<file path="src/rtl/register_file_if.sv">
// Register file bus: write data/enables in, register contents out.
interface register_file_if;
  logic [15:0] r_input;
  logic        r_write;
  logic        r_backup;
  logic        r_restore;
  logic [3:0]  page_input;
  logic        page_write;
  logic [2:0]  compare_input;
  logic        compare_write;
  logic [15:0] stack_pointer_input;
  logic        stack_pointer_write;
  logic [15:0] return_address_input;
  logic        return_address_write;
  logic [8:0]  interrupt_input;
  logic        interrupt_write;
  logic [15:0] r_output;
  logic [15:0] flag_output;
  logic [15:0] stack_pointer_output;
  logic [15:0] return_address_output;

  modport master (
    output r_input, r_write, r_backup, r_restore,
    output page_input, page_write,
    output compare_input, compare_write,
    output stack_pointer_input, stack_pointer_write,
    output return_address_input, return_address_write,
    output interrupt_input, interrupt_write,
    input  r_output, flag_output,
    input  stack_pointer_output, return_address_output
  );

  modport slave (
    input  r_input, r_write, r_backup, r_restore,
    input  page_input, page_write,
    input  compare_input, compare_write,
    input  stack_pointer_input, stack_pointer_write,
    input  return_address_input, return_address_write,
    input  interrupt_input, interrupt_write,
    output r_output, flag_output,
    output stack_pointer_output, return_address_output
  );
endinterface

</file>
<file path="src/rtl/register_file.sv">
// Accumulator, flags, SP and return-address registers; all outputs registered.
// REGISTER_FILE_SHADOW_EN adds the accumulator shadow with backup/restore.
module register_file #(
  parameter logic [15:0] SP_RESET = 16'h0000
) (
  input  logic           clk,
  input  logic           rst_n,
  register_file_if.slave rf
);

  logic [15:0] acc_q, acc_d;
  logic [3:0]  page_q, page_d;
  logic [2:0]  cmp_q, cmp_d;
  logic [8:0]  irq_q, irq_d;
  logic [15:0] sp_q, sp_d;
  logic [15:0] ra_q, ra_d;

`ifdef REGISTER_FILE_SHADOW_EN
  logic [15:0] shadow_q, shadow_d;

  // Restore wins over write; backup always captures the pre-edge value
  always_comb begin
    acc_d    = acc_q;
    shadow_d = shadow_q;
    if (rf.r_restore) begin
      acc_d = shadow_q;
    end else if (rf.r_write) begin
      acc_d = rf.r_input;
    end
    if (rf.r_backup) begin
      shadow_d = acc_q;
    end
  end

  always_ff @(posedge clk or negedge rst_n) begin
    if (!rst_n) begin
      shadow_q <= '0;
    end else begin
      shadow_q <= shadow_d;
    end
  end
`else
  logic unused_shadow_ctl;
  assign unused_shadow_ctl = rf.r_backup ^ rf.r_restore;

  always_comb begin
    acc_d = acc_q;
    if (rf.r_write) begin
      acc_d = rf.r_input;
    end
  end
`endif

  always_comb begin
    page_d = page_q;
    cmp_d  = cmp_q;
    irq_d  = irq_q;
    sp_d   = sp_q;
    ra_d   = ra_q;
    if (rf.page_write) begin
      page_d = rf.page_input;
    end
    if (rf.compare_write) begin
      cmp_d = rf.compare_input;
    end
    if (rf.interrupt_write) begin
      irq_d = rf.interrupt_input;
    end
    if (rf.stack_pointer_write) begin
      sp_d = rf.stack_pointer_input;
    end
    if (rf.return_address_write) begin
      ra_d = rf.return_address_input;
    end
  end

  always_ff @(posedge clk or negedge rst_n) begin
    if (!rst_n) begin
      acc_q  <= '0;
      page_q <= '0;
      cmp_q  <= '0;
      irq_q  <= '0;
      sp_q   <= SP_RESET;
      ra_q   <= '0;
    end else begin
      acc_q  <= acc_d;
      page_q <= page_d;
      cmp_q  <= cmp_d;
      irq_q  <= irq_d;
      sp_q   <= sp_d;
      ra_q   <= ra_d;
    end
  end

  assign rf.r_output              = acc_q;
  assign rf.flag_output           = {page_q, irq_q, cmp_q};
  assign rf.stack_pointer_output  = sp_q;
  assign rf.return_address_output = ra_q;

endmodule

</file>
<file path="src/flat_wrapper.sv">
// flat-port wrapper written by rule: the top's interface ports become plain ports
module register_file_flat 
#(
  parameter logic [15:0] SP_RESET = 16'h0000
)
  (clk, rst_n, rf_r_input, rf_r_write, rf_r_backup, rf_r_restore, rf_page_input, rf_page_write, rf_compare_input, rf_compare_write, rf_stack_pointer_input, rf_stack_pointer_write, rf_return_address_input, rf_return_address_write, rf_interrupt_input, rf_interrupt_write, rf_r_output, rf_flag_output, rf_stack_pointer_output, rf_return_address_output);
  register_file_if rf_i ();
  input  logic clk;
  input  logic rst_n;
  input wire logic [$bits(rf_i.r_input)-1:0] rf_r_input;
  input wire logic [$bits(rf_i.r_write)-1:0] rf_r_write;
  input wire logic [$bits(rf_i.r_backup)-1:0] rf_r_backup;
  input wire logic [$bits(rf_i.r_restore)-1:0] rf_r_restore;
  input wire logic [$bits(rf_i.page_input)-1:0] rf_page_input;
  input wire logic [$bits(rf_i.page_write)-1:0] rf_page_write;
  input wire logic [$bits(rf_i.compare_input)-1:0] rf_compare_input;
  input wire logic [$bits(rf_i.compare_write)-1:0] rf_compare_write;
  input wire logic [$bits(rf_i.stack_pointer_input)-1:0] rf_stack_pointer_input;
  input wire logic [$bits(rf_i.stack_pointer_write)-1:0] rf_stack_pointer_write;
  input wire logic [$bits(rf_i.return_address_input)-1:0] rf_return_address_input;
  input wire logic [$bits(rf_i.return_address_write)-1:0] rf_return_address_write;
  input wire logic [$bits(rf_i.interrupt_input)-1:0] rf_interrupt_input;
  input wire logic [$bits(rf_i.interrupt_write)-1:0] rf_interrupt_write;
  output wire logic [$bits(rf_i.r_output)-1:0] rf_r_output;
  output wire logic [$bits(rf_i.flag_output)-1:0] rf_flag_output;
  output wire logic [$bits(rf_i.stack_pointer_output)-1:0] rf_stack_pointer_output;
  output wire logic [$bits(rf_i.return_address_output)-1:0] rf_return_address_output;
  assign rf_i.r_input = rf_r_input;
  assign rf_i.r_write = rf_r_write;
  assign rf_i.r_backup = rf_r_backup;
  assign rf_i.r_restore = rf_r_restore;
  assign rf_i.page_input = rf_page_input;
  assign rf_i.page_write = rf_page_write;
  assign rf_i.compare_input = rf_compare_input;
  assign rf_i.compare_write = rf_compare_write;
  assign rf_i.stack_pointer_input = rf_stack_pointer_input;
  assign rf_i.stack_pointer_write = rf_stack_pointer_write;
  assign rf_i.return_address_input = rf_return_address_input;
  assign rf_i.return_address_write = rf_return_address_write;
  assign rf_i.interrupt_input = rf_interrupt_input;
  assign rf_i.interrupt_write = rf_interrupt_write;
  assign rf_r_output = rf_i.r_output;
  assign rf_flag_output = rf_i.flag_output;
  assign rf_stack_pointer_output = rf_i.stack_pointer_output;
  assign rf_return_address_output = rf_i.return_address_output;
  register_file #(.SP_RESET(SP_RESET)) u_core (.clk(clk), .rst_n(rst_n), .rf(rf_i));
endmodule
</file>
<file path="config.mk">
export PLATFORM = sky130hd
export DESIGN_NAME = register_file_flat
export DESIGN_NICKNAME = d
export VERILOG_FILES = /design/src/rtl/register_file_if.sv /design/src/rtl/register_file.sv /design/src/flat_wrapper.sv
export SDC_FILE = /design/constraint.sdc
export NUM_CORES = 1
export LEC_CHECK = 0
export CAP_MARGIN = 20
export CORE_MARGIN = 5
export CORE_UTILIZATION = 35
export CTS_CLUSTER_DIAMETER = 150
export DETAILED_ROUTE_END_ITERATION = 12
export MAX_ROUTING_LAYER = met4
export PLACE_DENSITY = 0.76
export SETUP_SLACK_MARGIN = 0.3
export SYNTH_ARGS = -nofsm -noshare
export SYNTH_HDL_FRONTEND = slang
export SYNTH_SLANG_ARGS = --single-unit
</file>
<file path="constraint.sdc">
create_clock -name clk -period 0.9 [get_ports clk]
set_clock_uncertainty 0.15 [all_clocks]
set_input_delay 0.135 -clock clk [delete_from_list [all_inputs] [get_ports clk]]
set_output_delay 0.135 -clock clk [all_outputs]
set_load 0.05 [all_outputs]
</file>
Yosys cells after proc, flatten, opt, wreduce, memory -nomap -nowiden

Index checks and enable logic that the tools add are counted.

Bits in registers: 64
Output and inout bits: 64

Longest topological paths before layout

Gate-level depths: netlist of the first run.

Word-level depth: 0
Depth in mapped cells: 3

Least setup slack after synthesis of the first run

No wires, ideal clock.

Kind: flip-flop to flip-flop
Start point: register u_core.rf.r_output[10] (netlist name)
End point: register u_core.acc_q[10] (netlist: u_core.rf.r_output[10])
Setup time: 0.125 ns
Data arrival time: 0.869 ns
Setup slack: -0.244 ns
Cell stages (with the launch flop): 2
Path buffers: 0
Period minus slack after synthesis: 1.144 ns
Path through: dfrtp_1 mux2_4

RTL lines:

| item                 | RTL line            | text |
|---|---|---|
| to (signal assigned) | register_file.sv:79 | `acc_q <= '0;` |
| to (signal assigned) | register_file.sv:86 | `acc_q <= acc_d;` |
| to (decl)            | register_file.sv:11 | `logic [15:0] acc_q, acc_d;` |

Final worst setup path of the first run

Start point: register u_core.ra_q[11] (netlist: u_core.rf.return_address_output[11])
End point: output rf_return_address_output[11]

RTL lines:

| item                   | RTL line            | text |
|---|---|---|
| from (decl)            | register_file.sv:16 | `logic [15:0] ra_q, ra_d;` |
| from (signal assigned) | register_file.sv:91 | `ra_q <= ra_d;` |
| to (decl)              | flat_wrapper.sv:27  | `output wire logic [$bits(rf_i.return_address_output)-1:0] rf_return_address_output;` |

No word-level cell between the ends.

==> impl_summary.log, run 1 <==
[metrics] result of the run: finished, violations left
[metrics] violations in the final reports: hold timing, setup timing
[metrics] number of DRC markers after the initial detailed-route iteration: 24
[metrics] antenna violations before repair: 0
[metrics] Hold Worst Slack: -0.516 ns
[metrics] count of buffers inserted at the top-level ports: 135
[metrics] fin crit share: 1.33
[metrics] overall overflow remaining after global route: 0
[metrics] crit-path leading delay family: flip-flops
[metrics] setup repair after global routing missed its margin: yes
[metrics] first-pass GRT wire length: 10300 um
[metrics] Post-Syn Instances: 135
[metrics] number of buffers created by CTS: 9
[metrics] critical path launch point type: register
[metrics] detailed placement HPWL: 5090 um
[metrics] post-synth design cell area: 2530 um^2
[metrics] cell type of the slowest stage on the worst timing path: dfrtp_2
[metrics] ANT nets after route: 0
[metrics] Synth Register Bits: 64
[metrics] number of gates on the worst path with buffers counted: 1
[metrics] highest fanout seen on the critical path: 2
[metrics] PD cells: 1760 nW/um^2
[metrics] Worst Max-Slew Pin Slew: 0.193 ns
[metrics] category of the worst setup path capture point: output pin
[metrics] worst voltage drop across the vdd grid: 1.25 mV
[metrics] maximum buffer depth of the clock tree: 2
[metrics] count of boundary I/O pins: 138
[metrics] layout filler cell count: 470
[metrics] Max H-tree Level: 3
[metrics] warning count from the yosys run: 0
[metrics] synthesized area divided by synthesized cell count: 18.8 um^2
[metrics] data arrival time of the critical path: 0.92 ns
[metrics] count of cell types in the netlist: 6
[metrics] cell total after placement: 369
[metrics] static leakage: 0.00221 uW
[metrics] class of the worst hold path: in2async
[metrics] Die H: 95.1 um
[metrics] Crit Path Category: reg2out
[metrics] cell area after placement: 4740 um^2
[metrics] fraction of layout cells with a size suffix above 1: 0.760
[metrics] length of the first detailed-routing pass in iterations: 4
[metrics] ordered list of cells on the worst path: buf_12
[metrics] number of standard cells in the final layout excluding fillers: 395
[metrics] area inside the core boundary: 7140 um^2
[metrics] largest net degree at the start of global routing: 34
[metrics] clock tree from TritonCTS: yes
[metrics] total vias in the final route: 1718
[metrics] clk sinks: 64
[metrics] Initial Utilization: 0.355
[metrics] number of diodes added for antenna fixing: 0
[metrics] width of the die: 95.1 um
[metrics] delay of the slowest cell on the worst path: 0.43 ns
[metrics] Clk Tree Root Cell: clkbuf_8
[metrics] peak clock frequency supported by timing: 833 MHz
[metrics] net count after synthesis: 209
[metrics] DRC: 0
[metrics] post-route cell area: 5090 um^2
[metrics] clock period minus final worst setup slack: 1.20 ns
[metrics] layout overhead on the synthesized area: 101%
[metrics] per-cell via count in the routed design: 4.35
[metrics] Clock Latency Late Sink: 0.32 ns
[metrics] Crit path required time: 0.61 ns
[metrics] Final Max Tran Viols: 0
[metrics] Total Routing Usage GR: 0.159
[metrics] clock slew at the register clock pins of the worst setup and hold paths: 0.07 ns
[metrics] share of the yosys chip area belonging to registers: 0.632
[metrics] Max-Slew Margin vs Limit: 0.871
[metrics] number of setup violations in the final report: 128
[metrics] DRT Wirelength: 6810 um
[metrics] worst path bufs/invs: 1
[metrics] overall die area: 9040 um^2
[metrics] post-layout net count: 365
[metrics] vias in the first global route: 1975
[metrics] final hold vios: 64
[metrics] final RePlAce weighted congestion: 0.714
[metrics] maxcap violations: 0
[metrics] Worst Slack Setup Final: -0.300 ns
[metrics] Avg WL per Cell: 17.2 um
[metrics] number of cells traversed by the worst register-to-register path: 3
[metrics] number of placement rows: 31
==> synthesized netlist by cell type <==
| library cell | instances | share of area |
|---|---|---|
| buf_6 | 3 | 0.013 |
| dfrtp_1 | 64 | 0.63 |
| mux2_4 | 30 | 0.18 |
| buf_12 | 3 | 0.024 |
| mux2_2 | 34 | 0.15 |
| buf_2 | 1 | 0.0020 |
==> metrics by stage <==
| step | utilization | total power, uW | hold slack [ns] | worst slack, ns | setup TNS, ns |
|---|---|---|---|---|---|
| floorplan | - | 4920 | -0.311 | -0.159 | -9.96 |
| global placement | 0.664 | 6750 | -0.165 | -0.538 | -31.36 |
| detailed placement | 0.664 | 6800 | -0.162 | -0.551 | -32.09 |
| CTS | 0.710 | 9030 | -0.524 | -0.318 | -23.66 |
| global route | 0.713 | 9300 | -0.526 | -0.334 | -25.69 |
| finish | 0.713 | 8950 | -0.516 | -0.300 | -22.64 |
==> where the power goes <==
group	total (uW)	internal [uW]	switching [uW]
sequential	3550	3220	326
clock	2100	1060	1040
combinational	3300	1850	1450
total	8950	6130	2820
==> final cells by class <==
class / count / area (um^2) / area share
clock inverters: 4 / 20.0 / 0.00393
clock buffers: 12 / 145 / 0.0285
repair buffers: 152 / 2270 / 0.447
well taps: 99 / 124 / 0.0243
flip-flops and latches: 64 / 1680 / 0.330
multi-input cells: 64 / 845 / 0.166
==> metal layers <==
| layer | part of all wire | vias to the layer above | global-route usage |
|---|---|---|---|
| met3 | 0.047 | 9 | 0.0339 |
| met4 | 0.018 | 0 | 0.0793 |
| met2 | 0.53 | 69 | 0.259 |
| met1 | 0.40 | 858 | 0.184 |
| met5 | 0 | - | - |
| li1 | - | 782 | - |
==> final timing paths <==
check                                                    startpoint                                  to  slack [ns]
worst max register to register   u_core.rf.stack_pointer_output[11]  u_core.rf.stack_pointer_output[11]       -0.26
min in group clk                                         rf_r_write               u_core.rf.r_output[3]        0.13
worst max-delay path            u_core.rf.return_address_output[11]        rf_return_address_output[11]       -0.30
worst min-delay path                                          rst_n  u_core.rf.return_address_output[4]       -0.52
max in group asynchronous                                     rst_n              u_core.rf.r_output[15]        0.67
worst min register to register               u_core.rf.r_output[13]              u_core.rf.r_output[13]        0.41
==> worst register-to-register path, stage by stage, from the launching register on <==
cell and delay [ns]:
dfrtp_2 0.43, buf_6 0.12, buf_6 0.10, mux2_4 0.26
==> cells in the final DEF (no fill, tap or decap) <==
cell and instances:
clkinv_2 4, clkdlybuf4s50_1 65, dlygate4sd2_1 2, mux2_4 33
clkbuf_2 1, buf_4 1, mux2_2 31, dfrtp_2 64
clkbuf_1 2, buf_12 69, bufbuf_16 3, clkbuf_8 10
buf_2 1, clkdlybuf4s15_1 2, buf_6 8
==> kinds of logic after synthesis <==
kind of cell | after synthesis | share of synthesized area
flops | 64 | 0.632
mux | 64 | 0.329
buf+inv | 7 | 0.0390
==> sequential cells by signal (all words and copies together), names as in the netlist <==
| signal | flops |
|---|---|
| u_core.rf.return_address_output | 16 |
| u_core.cmp_q | 3 |
| u_core.irq_q | 9 |
| u_core.rf.r_output | 16 |
| u_core.page_q | 4 |
| u_core.rf.stack_pointer_output | 16 |
==> repair_timing <==
action,4_1_cts,5_1_grt
buffers inserted,5,2
endpoints found under the setup margin,128,128
gates cloned,3,0
hold endpoints to repair,64,64
resized for setup,14,6
No activity file was read; power rests on OpenSTA's default activity.
==> inputs of run 2 (changes only) <==
--- a/config.mk
+++ b/config.mk
@@ -6,7 +6,7 @@
 export NUM_CORES = 1
 export LEC_CHECK = 0
 export CAP_MARGIN = 20
-export CORE_MARGIN = 5
+export CORE_MARGIN = 3
 export CORE_UTILIZATION = 35
 export CTS_CLUSTER_DIAMETER = 150
 export DETAILED_ROUTE_END_ITERATION = 12
==> run 2 against run 1 <==
- the flow still finishes with violations (hold timing, setup timing)
- clock power is 20% higher
- register-to-register slack worse by 0.06 ns
- worst hold slack better by 0.060 ns
- critical path depth stayed put
- sequential cell count stayed put
- count of clock-buffer cells in the layout is 1 lower
- setup slack worse by 0.020 ns
- routed wire length is 7.3% higher
- highest routed layer unchanged
==> impl_summary.log, run 2 (synthesized netlist as in run 1, its figures left out) <==
[metrics] violations in the final reports: hold timing, setup timing
[metrics] clock period minus final worst setup slack: 1.22 ns (+0.0203 ns)
[metrics] Reg2Reg Setup Slack: -0.32 ns (-0.06 ns)
[metrics] cell total after placement: 367 (-0.54%)
[metrics] width of the die: 91.1 um (-4.2%)
[metrics] DRT Wirelength: 7310 um (+7.3%)
[metrics] number of standard cells in the final layout excluding fillers: 399 (+1.0%)
[metrics] Finished Core Util: 0.755 (+0.0421)
[metrics] worst path bufs/invs: 1 (unchanged)
[metrics] startpoint of the lowest-slack register-to-register path: u_core.rf.return_address_output[9]
[metrics] Final Max Tran Viols: 0 (unchanged)
[metrics] final RePlAce weighted congestion: 0.718 (+0.52%)
[metrics] final hold vios: 64 (unchanged)
[metrics] clock tree from TritonCTS: yes
[metrics] Crit Path Category: reg2out
[metrics] worst voltage drop across the vdd grid: 1.50 mV (+20%)
[metrics] DRC: 0 (unchanged)
[metrics] Hold Worst Slack: -0.456 ns (+0.0596 ns)
[metrics] per-cell via count in the routed design: 4.52 (+3.9%)
[metrics] Worst Slack Setup Final: -0.320 ns (-0.0203 ns)
[metrics] area inside the core boundary: 6910 um^2 (-3.2%)
[metrics] worst setup path startpoint: u_core.rf.return_address_output[9]
[metrics] pre-CTS WS: -0.564 ns (-0.0136 ns)
[metrics] Max H-tree Level: 3 (unchanged)
[metrics] post-layout net count: 372 (+1.9%)
[metrics] end of the worst register-to-register path: u_core.rf.return_address_output[9]
[metrics] cell type of the slowest stage on the worst timing path: dfrtp_2
[metrics] number of buffers created by CTS: 9 (unchanged)
[metrics] clock slew at the register clock pins of the worst setup and hold paths: 0.07 ns (about the same)
[metrics] result of the run: finished, violations left
[metrics] setup repair after global routing missed its margin: yes
[metrics] number of cells traversed by the worst register-to-register path: 3 (unchanged)
[metrics] Crit path required time: 0.61 ns (about the same)
[metrics] overall die area: 8300 um^2 (-8.2%)
[metrics] ordered list of cells on the worst path: buf_12
[metrics] most frequent cells in the layout: 70 x buf_12, 64 x clkdlybuf4s50_1, 64 x dfrtp_2
[metrics] fin crit share: 1.36 (+0.0225)
[metrics] Die H: 91.1 um (-4.2%)
[metrics] length of the first detailed-routing pass in iterations: 4 (unchanged)
[metrics] data arrival time of the critical path: 0.94 ns (+0.02 ns)
[metrics] Max-Slew Margin vs Limit: 0.783 (-0.0885)
[metrics] fraction of layout cells with a size suffix above 1: 0.772 (+0.0121)
[metrics] Initial Utilization: 0.367 (+0.0118)
[metrics] ANT nets after route: 0 (unchanged)
[metrics] Avg WL per Cell: 18.3 um (+6.2%)
[metrics] layout overhead on the synthesized area: 106%
[metrics] total negative slack for setup checks: -23.98 ns (-1.34 ns)
[metrics] number of placement rows: 30 (-3.2%)
[metrics] number of diodes added for antenna fixing: 0 (unchanged)
[metrics] count of boundary I/O pins: 138 (unchanged)
[metrics] PD cells: 1820 nW/um^2 (+3.3%)
[metrics] highest fanout seen on the critical path: 2 (unchanged)
[metrics] clk sinks: 64 (unchanged)
[metrics] static leakage: 0.00226 uW (+2.5%)
[metrics] number of gates on the worst path with buffers counted: 1 (unchanged)
[metrics] Clk Tree Root Cell: clkbuf_8
[metrics] critical path launch point type: register
[metrics] number of setup violations in the final report: 128 (unchanged)
[metrics] vias in the first global route: 2049 (+3.7%)
[metrics] category of the worst setup path capture point: output pin
[metrics] overall overflow remaining after global route: 0 (unchanged)
[metrics] largest net degree at the start of global routing: 23 (-32%)
[metrics] number of DRC markers after the initial detailed-route iteration: 36 (+50%)
[metrics] maxcap violations: 0 (unchanged)
[metrics] first-pass GRT wire length: 11200 um (+9.2%)
[metrics] crit-path leading delay family: flip-flops
[metrics] antenna violations before repair: 0 (unchanged)
[metrics] detailed placement HPWL: 5290 um (+4.1%)
[metrics] leading cell type in the layout, fill and taps excluded: buf_12
[metrics] Total Routing Usage GR: 0.183 (+0.0242)
[metrics] total vias in the final route: 1803 (+4.9%)
[metrics] delay of the slowest cell on the worst path: 0.45 ns (+0.02 ns)
[metrics] peak clock frequency supported by timing: 819 MHz (-1.7%)
[metrics] class of the worst hold path: in2async
[metrics] maximum buffer depth of the clock tree: 2 (unchanged)
[metrics] Worst Max-Slew Pin Slew: 0.326 ns (+0.133 ns)
[metrics] endpoint of the most critical setup path: rf_return_address_output[9]
[metrics] Clock Latency Late Sink: 0.32 ns (about the same)
[metrics] count of buffers inserted at the top-level ports: 135 (unchanged)
==> run 2: changes by cell type in the layout (fill, tap and decap cells not counted) <==
cell             change
clkbuf_8             +1
clkinv_2             -2
clkinvlp_4           +2
dlygate4sd2_1        +1
bufinv_16            +1
clkdlybuf4s50_1      -1
clkbuf_1             -2
mux2_4               -1
buf_12               +1
buf_6                +6
clkdlybuf4s15_2      +1
mux2_2               +1
clkbuf_2             -1
==> run 2: cell type report <==
class,instances,area (um^2)
Clock inverter,5,55.1
Multi-Input combinational cell,64,841
Fill cell,435,1690
Sequential cell,64,1680
Tap cell,96,120
Clock buffer,11,151
Timing Repair Buffer,159,2370
==> run 2: how the worst min path moves through the flow <==
stage                     depth (start not counted)   from                                  end
after CTS                                         1  rst_n  u_core.rf.return_address_output[10]
after detailed placement                          1  rst_n  u_core.rf.return_address_output[12]
after global routing                              1  rst_n  u_core.rf.return_address_output[10]
final                                             1  rst_n   u_core.rf.return_address_output[8]
after global placement                            1  rst_n  u_core.rf.return_address_output[12]
after floorplan                                   0  rst_n                      u_core.cmp_q[0]
==> run 2: per-layer routing <==
| metal | GRT usage | up-vias | wire length, um |
|---|---|---|---|
| met4 | 0.0641 | 0 | 82 |
| met1 | 0.212 | 925 | 2790 |
| met5 | - | - | 0 |
| met2 | 0.311 | 70 | 4090 |
| li1 | - | 801 | - |
| met3 | 0.0423 | 7 | 350 |
==> run 2: metrics by stage <==
step	power, uW	cell area [um^2]
final	9480	5220
after global routing	9840	5220
after CTS	9490	5140
after detailed placement	6820	4760
after global placement	6760	4760
after floorplan	4920	2610
==> run 2: what timing repair did <==
action	CTS	global route
hold endpoints to repair	64	64
setup endpoints to repair	128	128
gates cloned	3	0
resized for setup	18	8
setup buffers	7	6
==> run 2: report_power, final <==
group	leakage [uW]	switching [uW]	internal, uW
logic	0.00148	1480	1900
registers	0.000684	334	3220
clock network	0.000101	1110	1420
total	0.00226	2930	6550
==> inputs of run 3 (changes only) <==
--- a/config.mk
+++ b/config.mk
@@ -5,13 +5,13 @@
 export SDC_FILE = /design/constraint.sdc
 export NUM_CORES = 1
 export LEC_CHECK = 0
+export ABC_AREA = 0
 export CAP_MARGIN = 20
 export CORE_MARGIN = 3
 export CORE_UTILIZATION = 35
-export CTS_CLUSTER_DIAMETER = 150
 export DETAILED_ROUTE_END_ITERATION = 12
 export MAX_ROUTING_LAYER = met4
-export PLACE_DENSITY = 0.76
+export PLACE_DENSITY = 0.77
 export SETUP_SLACK_MARGIN = 0.3
 export SYNTH_ARGS = -nofsm -noshare
 export SYNTH_HDL_FRONTEND = slang
==> run 3 against run 2 <==
- critical path depth stayed put
- critical endpoint is now rf_return_address_output[11]
- final area is 0.65% lower
- die area stayed put
- utilization is 0.49 points lower
- fmax is 2.5% higher
- the flow still finishes with violations (hold timing, setup timing)
- via count is 1.9% lower
- sequential power hardly changed
==> impl_summary.log, run 3 (synthesized netlist as in run 1, its figures left out) <==
[metrics] detailed placement HPWL: 5060 um (-4.4%)
[metrics] delay of the slowest cell on the worst path: 0.43 ns (-0.02 ns)
[metrics] fin crit share: 1.32 (-0.0331)
[metrics] total vias in the final route: 1768 (-1.9%)
[metrics] Crit Path Category: reg2out
[metrics] number of diodes added for antenna fixing: 0 (unchanged)
[metrics] critical path launch point type: register
[metrics] Finished Core Util: 0.750 (-0.00489)
[metrics] result of the run: finished, violations left
[metrics] length of the first detailed-routing pass in iterations: 4 (unchanged)
[metrics] maxcap violations: 0 (unchanged)
[metrics] Max H-tree Level: 3 (unchanged)
[metrics] Max-Slew Margin vs Limit: 0.886 (+0.103)
[metrics] Worst Slack Setup Final: -0.291 ns (+0.0298 ns)
[metrics] Crit path required time: 0.61 ns (about the same)
[metrics] antenna violations before repair: 0 (unchanged)
[metrics] clk sinks: 64 (unchanged)
[metrics] highest fanout seen on the critical path: 2 (unchanged)
[metrics] per-cell via count in the routed design: 4.45 (-1.4%)
[metrics] area inside the core boundary: 6910 um^2 (unchanged)
[metrics] category of the worst setup path capture point: output pin
[metrics] violations in the final reports: hold timing, setup timing
[metrics] static leakage: 0.00225 uW (-0.62%)
[metrics] total negative slack for setup checks: -22.74 ns (+1.24 ns)
[metrics] number of standard cells in the final layout excluding fillers: 397 (-0.50%)
[metrics] number of buffers created by CTS: 9 (unchanged)
[metrics] count of boundary I/O pins: 138 (unchanged)
[metrics] first-pass GRT wire length: 10700 um (-4.6%)
[metrics] layout filler cell count: 445 (+2.3%)
[metrics] ordered list of cells on the worst path: buf_12
[metrics] setup repair after global routing missed its margin: yes
[metrics] overall overflow remaining after global route: 0 (unchanged)
[metrics] clock tree from TritonCTS: yes
[metrics] crit-path leading delay family: flip-flops
[metrics] maximum buffer depth of the clock tree: 2 (unchanged)
[metrics] width of the die: 91.1 um (unchanged)
[metrics] overall die area: 8300 um^2 (unchanged)
[metrics] post-route total power: 9250 uW (-2.4%)
[metrics] Avg WL per Cell: 16.9 um (-7.7%)
[metrics] PD cells: 1780 nW/um^2 (-1.8%)
[metrics] DRT Wirelength: 6710 um (-8.2%)
[metrics] number of placement rows: 30 (unchanged)
[metrics] leading cell type in the layout, fill and taps excluded: buf_12
[metrics] Clock Latency Late Sink: 0.31 ns (about the same)
[metrics] cell type of the slowest stage on the worst timing path: dfrtp_2
[metrics] class of the worst hold path: in2async
[metrics] post-layout net count: 371 (-0.27%)
[metrics] worst path bufs/invs: 1 (unchanged)
[metrics] clock period minus final worst setup slack: 1.19 ns (-0.0298 ns)
[metrics] Worst Max-Slew Pin Slew: 0.172 ns (-0.154 ns)
[metrics] fraction of layout cells with a size suffix above 1: 0.767 (-0.00484)
[metrics] DRC: 0 (unchanged)
[metrics] final RePlAce weighted congestion: 0.726 (+1.1%)
[metrics] Total Routing Usage GR: 0.173 (-0.0100)
[metrics] vias in the first global route: 2017 (-1.6%)
[metrics] worst voltage drop across the vdd grid: 0.999 mV (-33%)
[metrics] number of DRC markers after the initial detailed-route iteration: 48 (+33%)
[metrics] layout overhead on the synthesized area: 105%
[metrics] cell total after placement: 366 (-0.27%)
[metrics] Clk Tree Root Cell: clkbuf_8
[metrics] ANT nets after route: 0 (unchanged)
[metrics] data arrival time of the critical path: 0.91 ns (-0.03 ns)
[metrics] Die H: 91.1 um (unchanged)
[metrics] Hold Worst Slack: -0.315 ns (+0.141 ns)
[metrics] peak clock frequency supported by timing: 840 MHz (+2.5%)
[metrics] Initial Utilization: 0.367 (unchanged)
[metrics] count of buffers inserted at the top-level ports: 135 (unchanged)
[metrics] largest net degree at the start of global routing: 31 (+35%)
[metrics] most frequent cells in the layout: 70 x buf_12, 65 x clkdlybuf4s50_1, 64 x dfrtp_2
[metrics] number of setup violations in the final report: 128 (unchanged)
[metrics] final hold vios: 64 (unchanged)
[metrics] clock slew at the register clock pins of the worst setup and hold paths: 0.07 ns (about the same)
[metrics] Final Max Tran Viols: 0 (unchanged)
-- run 3: path summary, 6_finish.rpt --
path / from / endpoint / slack (ns) / depth (start not counted)
max reg2reg: u_core.rf.return_address_output[3] / u_core.rf.return_address_output[3] / -0.26 / 3
max in group asynchronous: rst_n / u_core.rf.r_output[10] / 0.72 / 2
min in group clk: rf_page_write / u_core.page_q[2] / 0.15 / 2
min reg2reg: u_core.page_q[3] / u_core.page_q[3] / 0.40 / 1
max: u_core.rf.return_address_output[11] / rf_return_address_output[11] / -0.29 / 1
min: rst_n / u_core.rf.stack_pointer_output[1] / -0.32 / 2
-- run 3: report_power, final --
| group | internal (uW) | switching [uW] |
|---|---|---|
| Combinational | 1900 | 1460 |
| Clock | 1330 | 1000 |
| Sequential | 3220 | 334 |
| Total | 6450 | 2800 |
-- run 3: per-layer routing --
metal / wire (um) / vias to the layer above / GRT usage
li1: - / 799 / -
met1: 2560 / 889 / 0.198
met2: 3630 / 74 / 0.290
met3: 444 / 6 / 0.0539
met4: 70 / 0 / 0.0540
met5: 0 / - / -
-- run 3: final cells by class --
type	count	area, um^2	area share
clock buffers	11	141	0.0273
clock inverters	4	45.0	0.00869
multi-input cells	64	837	0.162
flip-flops and latches	64	1680	0.324
well taps	96	120	0.0232
repair buffers	158	2360	0.455
-- run 3: worst register-to-register path: cells and delay by family (launching register included) --
family                 cells  cell delay [ns]
flip-flops                 1             0.43
buffers and inverters      2             0.22
multiplexers               1             0.25
-- run 3: what timing repair did --
item / CTS / global route
gates resized for setup: 20 / 3
buffers inserted: 10 / 3
gates cloned: 3 / 0
endpoints found under the hold margin: 64 / 64
setup endpoints to repair: 128 / 128
pin swaps: 0 / 0
-- run 3: stage by stage --
step                worst slack [ns]  hold slack [ns]  area [um^2]
floorplan                     -0.159           -0.311         2610
finish                        -0.291           -0.315         5180
global route                  -0.324           -0.320         5180
global placement              -0.532         -0.00799         4750
CTS                           -0.314           -0.350         5150
detailed placement            -0.575          0.00289         4750
